### src/rtl/tlul_to_reg_if.sv
// Bundles the TL-UL A/D channels and the reg_interface request/response of the bridge.
// The slave modport is the bridge's view; master is the environment around it.
interface tlul_to_reg_if #(
   parameter int AW      = 32,
   parameter int DW      = 32,
   parameter int SourceW = 8
);
   logic               tl_a_valid;
   logic               tl_a_ready;
   logic [2:0]         tl_a_opcode;
   logic [1:0]         tl_a_size;
   logic [SourceW-1:0] tl_a_source;
   logic [AW-1:0]      tl_a_address;
   logic [DW/8-1:0]    tl_a_mask;
   logic [DW-1:0]      tl_a_data;

   logic               tl_d_valid;
   logic               tl_d_ready;
   logic [2:0]         tl_d_opcode;
   logic [1:0]         tl_d_size;
   logic [SourceW-1:0] tl_d_source;
   logic [DW-1:0]      tl_d_data;
   logic               tl_d_error;

   logic               reg_valid;
   logic               reg_write;
   logic [AW-1:0]      reg_addr;
   logic [DW-1:0]      reg_wdata;
   logic [DW/8-1:0]    reg_wstrb;
   logic               reg_ready;
   logic [DW-1:0]      reg_rdata;
   logic               reg_error;

   modport slave (
      input  tl_a_valid, tl_a_opcode, tl_a_size, tl_a_source, tl_a_address, tl_a_mask, tl_a_data,
      output tl_a_ready,
      output tl_d_valid, tl_d_opcode, tl_d_size, tl_d_source, tl_d_data, tl_d_error,
      input  tl_d_ready,
      output reg_valid, reg_write, reg_addr, reg_wdata, reg_wstrb,
      input  reg_ready, reg_rdata, reg_error
   );

   modport master (
      output tl_a_valid, tl_a_opcode, tl_a_size, tl_a_source, tl_a_address, tl_a_mask, tl_a_data,
      input  tl_a_ready,
      input  tl_d_valid, tl_d_opcode, tl_d_size, tl_d_source, tl_d_data, tl_d_error,
      output tl_d_ready,
      input  reg_valid, reg_write, reg_addr, reg_wdata, reg_wstrb,
      output reg_ready, reg_rdata, reg_error
   );
endinterface

### src/rtl/tlul_to_reg.sv
// TL-UL device-side bridge: replays one A-channel transaction at a time as a
// reg_interface access and returns the D-channel response; all outputs come from registers.
module tlul_to_reg #(
   parameter int AW            = 32,
   parameter int DW            = 32,
   parameter int SourceW       = 8,
   parameter int TimeoutCycles = 0
) (
   input  logic             clk_i,
   input  logic             rst_ni,
   tlul_to_reg_if.slave     bus_io
);

   localparam int MW      = DW / 8;
   localparam int OffW    = (MW > 1) ? $clog2(MW) : 1;
   localparam int MaxSize = $clog2(MW);
   localparam int CntW    = (TimeoutCycles > 1) ? $clog2(TimeoutCycles) : 1;

   localparam logic [2:0] OpPutFull    = 3'd0;
   localparam logic [2:0] OpPutPartial = 3'd1;
   localparam logic [2:0] OpGet        = 3'd4;

   typedef enum logic [1:0] {
      IDLE = 2'd0,
      REQ  = 2'd1,
      RSP  = 2'd2
   } state_e;

   state_e             state_q, state_d;
   logic [2:0]         op_q, op_d;
   logic [1:0]         size_q, size_d;
   logic [SourceW-1:0] source_q, source_d;
   logic [AW-1:0]      addr_q, addr_d;
   logic [MW-1:0]      mask_q, mask_d;
   logic [DW-1:0]      wdata_q, wdata_d;
   logic [DW-1:0]      rdata_q, rdata_d;
   logic               err_q, err_d;
   logic [CntW-1:0]    cnt_q, cnt_d;
   logic               timeout_hit;
   logic               a_legal;

   // Only the in-word byte offset of the address matters for alignment and lane coverage.
   function automatic logic legal_f(input logic [2:0]      op,
                                    input logic [1:0]      size,
                                    input logic [OffW-1:0] off_addr,
                                    input logic [MW-1:0]   mask);
      logic ok;
      int   off;
      int   nbytes;
      ok     = (op == OpPutFull) || (op == OpPutPartial) || (op == OpGet);
      nbytes = 1 << size;
      off    = int'(off_addr);
      if (int'(size) > MaxSize) ok = 1'b0;
      if ((off & (nbytes - 1)) != 0) ok = 1'b0;
      if (op == OpPutFull) begin
         for (int i = 0; i < MW; i++) begin
            if ((i >= off) && (i < off + nbytes) && !mask[i]) ok = 1'b0;
         end
      end
      return ok;
   endfunction

   assign a_legal = legal_f(bus_io.tl_a_opcode, bus_io.tl_a_size,
                            bus_io.tl_a_address[OffW-1:0], bus_io.tl_a_mask);

   // Expiry is the last REQ cycle still allowed to wait; a ready in that cycle still wins.
   assign timeout_hit = (TimeoutCycles > 0) && (cnt_q == CntW'(TimeoutCycles - 1));

   always_comb begin
      state_d  = state_q;
      op_d     = op_q;
      size_d   = size_q;
      source_d = source_q;
      addr_d   = addr_q;
      mask_d   = mask_q;
      wdata_d  = wdata_q;
      rdata_d  = rdata_q;
      err_d    = err_q;
      cnt_d    = cnt_q;
      unique case (state_q)
         IDLE: begin
            if (bus_io.tl_a_valid) begin
               op_d     = bus_io.tl_a_opcode;
               size_d   = bus_io.tl_a_size;
               source_d = bus_io.tl_a_source;
               addr_d   = bus_io.tl_a_address;
               mask_d   = bus_io.tl_a_mask;
               wdata_d  = bus_io.tl_a_data;
               rdata_d  = '0;
               cnt_d    = '0;
               if (a_legal) begin
                  err_d   = 1'b0;
                  state_d = REQ;
               end else begin
                  err_d   = 1'b1;
                  state_d = RSP;
               end
            end
         end
         REQ: begin
            if (bus_io.reg_ready) begin
               rdata_d = (op_q == OpGet) ? bus_io.reg_rdata : '0;
               err_d   = bus_io.reg_error;
               state_d = RSP;
            end else if (timeout_hit) begin
               rdata_d = '0;
               err_d   = 1'b1;
               state_d = RSP;
            end else begin
               cnt_d = cnt_q + 1'b1;
            end
         end
         RSP: begin
            if (bus_io.tl_d_ready) state_d = IDLE;
         end
         default: state_d = IDLE;
      endcase
   end

   always_ff @(posedge clk_i or negedge rst_ni) begin
      if (!rst_ni) begin
         state_q  <= IDLE;
         op_q     <= '0;
         size_q   <= '0;
         source_q <= '0;
         addr_q   <= '0;
         mask_q   <= '0;
         wdata_q  <= '0;
         rdata_q  <= '0;
         err_q    <= 1'b0;
         cnt_q    <= '0;
      end else begin
         state_q  <= state_d;
         op_q     <= op_d;
         size_q   <= size_d;
         source_q <= source_d;
         addr_q   <= addr_d;
         mask_q   <= mask_d;
         wdata_q  <= wdata_d;
         rdata_q  <= rdata_d;
         err_q    <= err_d;
         cnt_q    <= cnt_d;
      end
   end

   assign bus_io.tl_a_ready  = (state_q == IDLE);

   assign bus_io.reg_valid   = (state_q == REQ);
   assign bus_io.reg_write   = (state_q == REQ) && (op_q != OpGet);
   assign bus_io.reg_addr    = addr_q;
   assign bus_io.reg_wdata   = wdata_q;
   assign bus_io.reg_wstrb   = bus_io.reg_write ? mask_q : '0;

   assign bus_io.tl_d_valid  = (state_q == RSP);
   assign bus_io.tl_d_opcode = {2'b00, (op_q == OpGet)};
   assign bus_io.tl_d_size   = size_q;
   assign bus_io.tl_d_source = source_q;
   assign bus_io.tl_d_data   = rdata_q;
   assign bus_io.tl_d_error  = err_q;

endmodule

### src/flat_wrapper.sv
// flat-port wrapper written by rule: the top's interface ports become plain ports
module tlul_to_reg_flat 
#(
   parameter int AW            = 32,
   parameter int DW            = 32,
   parameter int SourceW       = 8,
   parameter int TimeoutCycles = 0
)
  (clk_i, rst_ni, bus_io_tl_a_valid, bus_io_tl_a_opcode, bus_io_tl_a_size, bus_io_tl_a_source, bus_io_tl_a_address, bus_io_tl_a_mask, bus_io_tl_a_data, bus_io_tl_a_ready, bus_io_tl_d_valid, bus_io_tl_d_opcode, bus_io_tl_d_size, bus_io_tl_d_source, bus_io_tl_d_data, bus_io_tl_d_error, bus_io_tl_d_ready, bus_io_reg_valid, bus_io_reg_write, bus_io_reg_addr, bus_io_reg_wdata, bus_io_reg_wstrb, bus_io_reg_ready, bus_io_reg_rdata, bus_io_reg_error);
  tlul_to_reg_if #(.AW(AW), .DW(DW), .SourceW(SourceW)) bus_io_i ();
  input  logic clk_i;
  input  logic rst_ni;
  input wire logic [$bits(bus_io_i.tl_a_valid)-1:0] bus_io_tl_a_valid;
  input wire logic [$bits(bus_io_i.tl_a_opcode)-1:0] bus_io_tl_a_opcode;
  input wire logic [$bits(bus_io_i.tl_a_size)-1:0] bus_io_tl_a_size;
  input wire logic [$bits(bus_io_i.tl_a_source)-1:0] bus_io_tl_a_source;
  input wire logic [$bits(bus_io_i.tl_a_address)-1:0] bus_io_tl_a_address;
  input wire logic [$bits(bus_io_i.tl_a_mask)-1:0] bus_io_tl_a_mask;
  input wire logic [$bits(bus_io_i.tl_a_data)-1:0] bus_io_tl_a_data;
  output wire logic [$bits(bus_io_i.tl_a_ready)-1:0] bus_io_tl_a_ready;
  output wire logic [$bits(bus_io_i.tl_d_valid)-1:0] bus_io_tl_d_valid;
  output wire logic [$bits(bus_io_i.tl_d_opcode)-1:0] bus_io_tl_d_opcode;
  output wire logic [$bits(bus_io_i.tl_d_size)-1:0] bus_io_tl_d_size;
  output wire logic [$bits(bus_io_i.tl_d_source)-1:0] bus_io_tl_d_source;
  output wire logic [$bits(bus_io_i.tl_d_data)-1:0] bus_io_tl_d_data;
  output wire logic [$bits(bus_io_i.tl_d_error)-1:0] bus_io_tl_d_error;
  input wire logic [$bits(bus_io_i.tl_d_ready)-1:0] bus_io_tl_d_ready;
  output wire logic [$bits(bus_io_i.reg_valid)-1:0] bus_io_reg_valid;
  output wire logic [$bits(bus_io_i.reg_write)-1:0] bus_io_reg_write;
  output wire logic [$bits(bus_io_i.reg_addr)-1:0] bus_io_reg_addr;
  output wire logic [$bits(bus_io_i.reg_wdata)-1:0] bus_io_reg_wdata;
  output wire logic [$bits(bus_io_i.reg_wstrb)-1:0] bus_io_reg_wstrb;
  input wire logic [$bits(bus_io_i.reg_ready)-1:0] bus_io_reg_ready;
  input wire logic [$bits(bus_io_i.reg_rdata)-1:0] bus_io_reg_rdata;
  input wire logic [$bits(bus_io_i.reg_error)-1:0] bus_io_reg_error;
  assign bus_io_i.tl_a_valid = bus_io_tl_a_valid;
  assign bus_io_i.tl_a_opcode = bus_io_tl_a_opcode;
  assign bus_io_i.tl_a_size = bus_io_tl_a_size;
  assign bus_io_i.tl_a_source = bus_io_tl_a_source;
  assign bus_io_i.tl_a_address = bus_io_tl_a_address;
  assign bus_io_i.tl_a_mask = bus_io_tl_a_mask;
  assign bus_io_i.tl_a_data = bus_io_tl_a_data;
  assign bus_io_tl_a_ready = bus_io_i.tl_a_ready;
  assign bus_io_tl_d_valid = bus_io_i.tl_d_valid;
  assign bus_io_tl_d_opcode = bus_io_i.tl_d_opcode;
  assign bus_io_tl_d_size = bus_io_i.tl_d_size;
  assign bus_io_tl_d_source = bus_io_i.tl_d_source;
  assign bus_io_tl_d_data = bus_io_i.tl_d_data;
  assign bus_io_tl_d_error = bus_io_i.tl_d_error;
  assign bus_io_i.tl_d_ready = bus_io_tl_d_ready;
  assign bus_io_reg_valid = bus_io_i.reg_valid;
  assign bus_io_reg_write = bus_io_i.reg_write;
  assign bus_io_reg_addr = bus_io_i.reg_addr;
  assign bus_io_reg_wdata = bus_io_i.reg_wdata;
  assign bus_io_reg_wstrb = bus_io_i.reg_wstrb;
  assign bus_io_i.reg_ready = bus_io_reg_ready;
  assign bus_io_i.reg_rdata = bus_io_reg_rdata;
  assign bus_io_i.reg_error = bus_io_reg_error;
  tlul_to_reg #(.AW(AW), .DW(DW), .SourceW(SourceW), .TimeoutCycles(TimeoutCycles)) u_core (.clk_i(clk_i), .rst_ni(rst_ni), .bus_io(bus_io_i));
endmodule
### config.mk
export PLATFORM = sky130hd
export DESIGN_NAME = tlul_to_reg_flat
export DESIGN_NICKNAME = d
export VERILOG_FILES = /design/src/rtl/tlul_to_reg_if.sv /design/src/rtl/tlul_to_reg.sv /design/src/flat_wrapper.sv
export SDC_FILE = /design/constraint.sdc
export NUM_CORES = 1
export LEC_CHECK = 0
export CAP_MARGIN = 0
export CORE_MARGIN = 2
export CORE_UTILIZATION = 35
export DETAILED_ROUTE_END_ITERATION = 8
export PLACE_DENSITY_LB_ADDON = 0.08
export SLEW_MARGIN = 10
export SYNTH_ARGS = -nofsm -noshare
export SYNTH_HDL_FRONTEND = slang
export SYNTH_SLANG_ARGS = --single-unit
export TNS_END_PERCENT = 5
### constraint.sdc
create_clock -name clk_i -period 3.46 [get_ports clk_i]
set_clock_uncertainty 0.05 [all_clocks]
set_input_delay 0.692 -clock clk_i [delete_from_list [all_inputs] [get_ports clk_i]]
set_output_delay 0.692 -clock clk_i [all_outputs]
set_load 0.05 [all_outputs]
==> results.py <==
metrics = {
    "outcome": {
        "status": "completed",
    },
    "floorplan": {
        "num_rows": 41,
        "die_area_um2": 14100,
        "start_util_pct": 36.3,
        "die_h_um": 119,
        "core_um2": 12700,
        "die_w_um": 119,
        "ioPinCount": 237,
    },
    "worst_setup_path": {
        "cp.arrival_ps": 2380,
        "start_kind": "flip-flop",
        "worstPathMaxFanout": 5,
        "crit_required_ps": 2720,
        "end_kind": "output pin",
        "critical_path_class": "flip-flop to output pin",
        "reg2regPathDepth": 3,
    },
    "global_routing": {
        "grt_pass1_vias": 4212,
        "grt_usage_pct": 19.6,
        "antenna_found_initial": 0,
        "grt_pass1_wl_um": 21600,
        "overflow": 0,
        "grt_max_degree": 63,
    },
    "synthesis": {
        "synth_cell_types": 35,
        "yosysSeqAreaShare_pct": 62.9,
        "ys_ff_latch": 116,
        "synth.area.top_cells": "dfrtp_1 (63%), nand2_1 (20%), a22o_1 (6.1%)",
        "avgSynthCellArea_um2": 9.79,
        "async_reset_ff_share_pct": 100,
        "synth_flop_cell": "dfrtp_1",
        "syn_area_um2": 4610,
        "synth-edff-count": 0,
        "syn_inst": 471,
        "synth_top_area_cell": "dfrtp_1",
        "yosysTopAreaCellShare_pct": 62.9,
        "yosys_warnings": 0,
    },
    "power_and_ir_drop": {
        "total_power_mw": 7.37,
        "power_density_nw_per_um2": 962,
        "ir_drop_uv": 583,
        "leakage_nw": 3.65,
    },
    "clock_network": {
        "clk_latency_ps": 410,
        "cts_tree": "yes",
        "numCtsBuffers": 17,
        "clk_path_buf_depth": 2,
        "htreeDepth": 4,
        "cts_resized": 0,
        "post-cts-setup-buffers": 0,
        "ctsHoldBuffers": 0,
        "cts_root_buf": "clkbuf_16",
        "clock_sinks": 116,
        "clkTransAtPathRegs_ps": 50,
    },
    "placement": {
        "hpwl_um": 9490,
        "io_buffers": 234,
        "dpl-instance-area_um2": 7060,
        "gp_congestion": 0.746,
    },
    "finish": {
        "drive_gt1_share_pct": 6.15,
        "final_util_pct": 60.2,
        "stdcell_area_um2": 7660,
        "synthToLayoutAreaGrowth_pct": 66.1,
        "finalNetCount": 826,
        "final_common_cell": "nand2_1",
        "antenna_cells": 0,
        "final_cell_mix": "nand2_1 (248), clkdlybuf4s50_1 (233), dfrtp_1 (116)",
    },
    "routing": {
        "num_vias": 4166,
        "detail-route-antenna-nets": 0,
        "drt_pass1_iterations": 4,
        "drt_iter0_drc": 220,
        "wl_per_cell_um": 15.1,
        "routed_wl_um": 13400,
        "vias_per_cell": 4.69,
        "post-route-drc-count": 0,
    },
    "sta": {
        "fin_crit_sh_pct": 90.2,
        "hold_viol_final": 0,
        "setup_viol": 0,
        "fin_setup_tns_ps": 0,
        "maxSlewHeadroom_pct": 19.3,
        "max_clock_freq_ghz": 0.320,
        "tightest_slew_ps": 1210,
        "final.min_clock_period_ps": 3120,
        "slew_violations": 0,
        "rsz0062_at_grt": "no",
    },
    "min_path": {
        "hold_class": "input port to asynchronous set/reset pin",
    },
    "flow_run": {
        "maxCapViolations": 0,
    },
}
per-stage QoR:
stage	worst slack [ps]	cells	hold slack [ps]
final	340	888	278
after global routing	106	888	339
after CTS	272	888	311
after detailed placement	407	856	409
after global placement	505	856	402
after floorplan	681	472	346
worst paths after layout:
| kind | to | from | slack, ps |
|---|---|---|---|
| hold reg to reg | u_core.mask_q[1] | u_core.mask_q[1] | 420 |
| min in group clk_i | u_core.mask_q[1] | u_core.mask_q[1] | 420 |
| setup reg to reg | u_core.bus_io.tl_d_data[7] | u_core.state_q[0] | 1260 |
| hold / removal | u_core.bus_io.tl_d_data[22] | rst_ni | 280 |
| max in group asynchronous | u_core.bus_io.reg_addr[16] | rst_ni | 2260 |
| setup / recovery | bus_io_reg_wstrb[0] | u_core.state_q[1] | 340 |
synth_stat cells, types with 2 or more instances:
library cell,count
o22ai_1,2
buf_2,9
buf_6,7
a22o_1,32
nor2_1,7
o21ai_0,3
inv_1,2
nand2_1,249
clkbuf_1,9
buf_4,2
dfrtp_1,116
and2_1,4
nand2b_1,2
ha_1,3
a21oi_1,4
power by group:
part	switching [mW]	internal, mW
Sequential	0.259	1.84
Clock	0.596	1.15
Combinational	2.41	1.12
Total	3.27	4.10
metal layers:
metal,vias to the layer above,part of all wire [%],GRT usage (%)
met4,0,2.1,7.89
met1,2003,41,23.1
met2,179,48,31.5
met3,21,9.0,8.49
li1,1963,-,-
met5,-,0,0
flip-flops by register name (all words and copies together), names as in the netlist:
register	count
u_core.bus_io.reg_addr	32
u_core.bus_io.reg_wdata	32
u_core.bus_io.tl_d_data	32
u_core.bus_io.tl_d_error	1
u_core.bus_io.tl_d_size	2
u_core.bus_io.tl_d_source	8
u_core.mask_q	4
u_core.op_q	3
u_core.state_q	2
worst max-delay path: stages, from the launching register on:
cell,delay [ps]
dfrtp_1,430
inv_1,120
nand2_1,100
nor2_1,290
and2_1,200
clkdlybuf4s50_1,830
layout make-up:
| cell class | count | area, µm² |
|---|---|---|
| sequential | 116 | 2900 |
| tap | 172 | 215 |
| clock buffer | 23 | 498 |
| clock inverter | 9 | 100 |
| inverter | 3 | 11.3 |
| timing repair buffer | 239 | 2390 |
| multi-input combinational | 326 | 1540 |
| fill | 1114 | 5060 |
logic make-up after synthesis:
family                   count (synthesis)  synth area share, %
AND/OR/NAND/NOR                        272                 23.3
flip-flops                             116                 62.9
AO/OA/AOI/OAI                           47                 8.27
buffers and inverters                   30                 3.99
adder cells (fa/ha/maj)                  4                 1.25
multiplexers                             1                0.217
other                                    1               0.0813
Note: power is estimated with default switching activity, not from simulation.
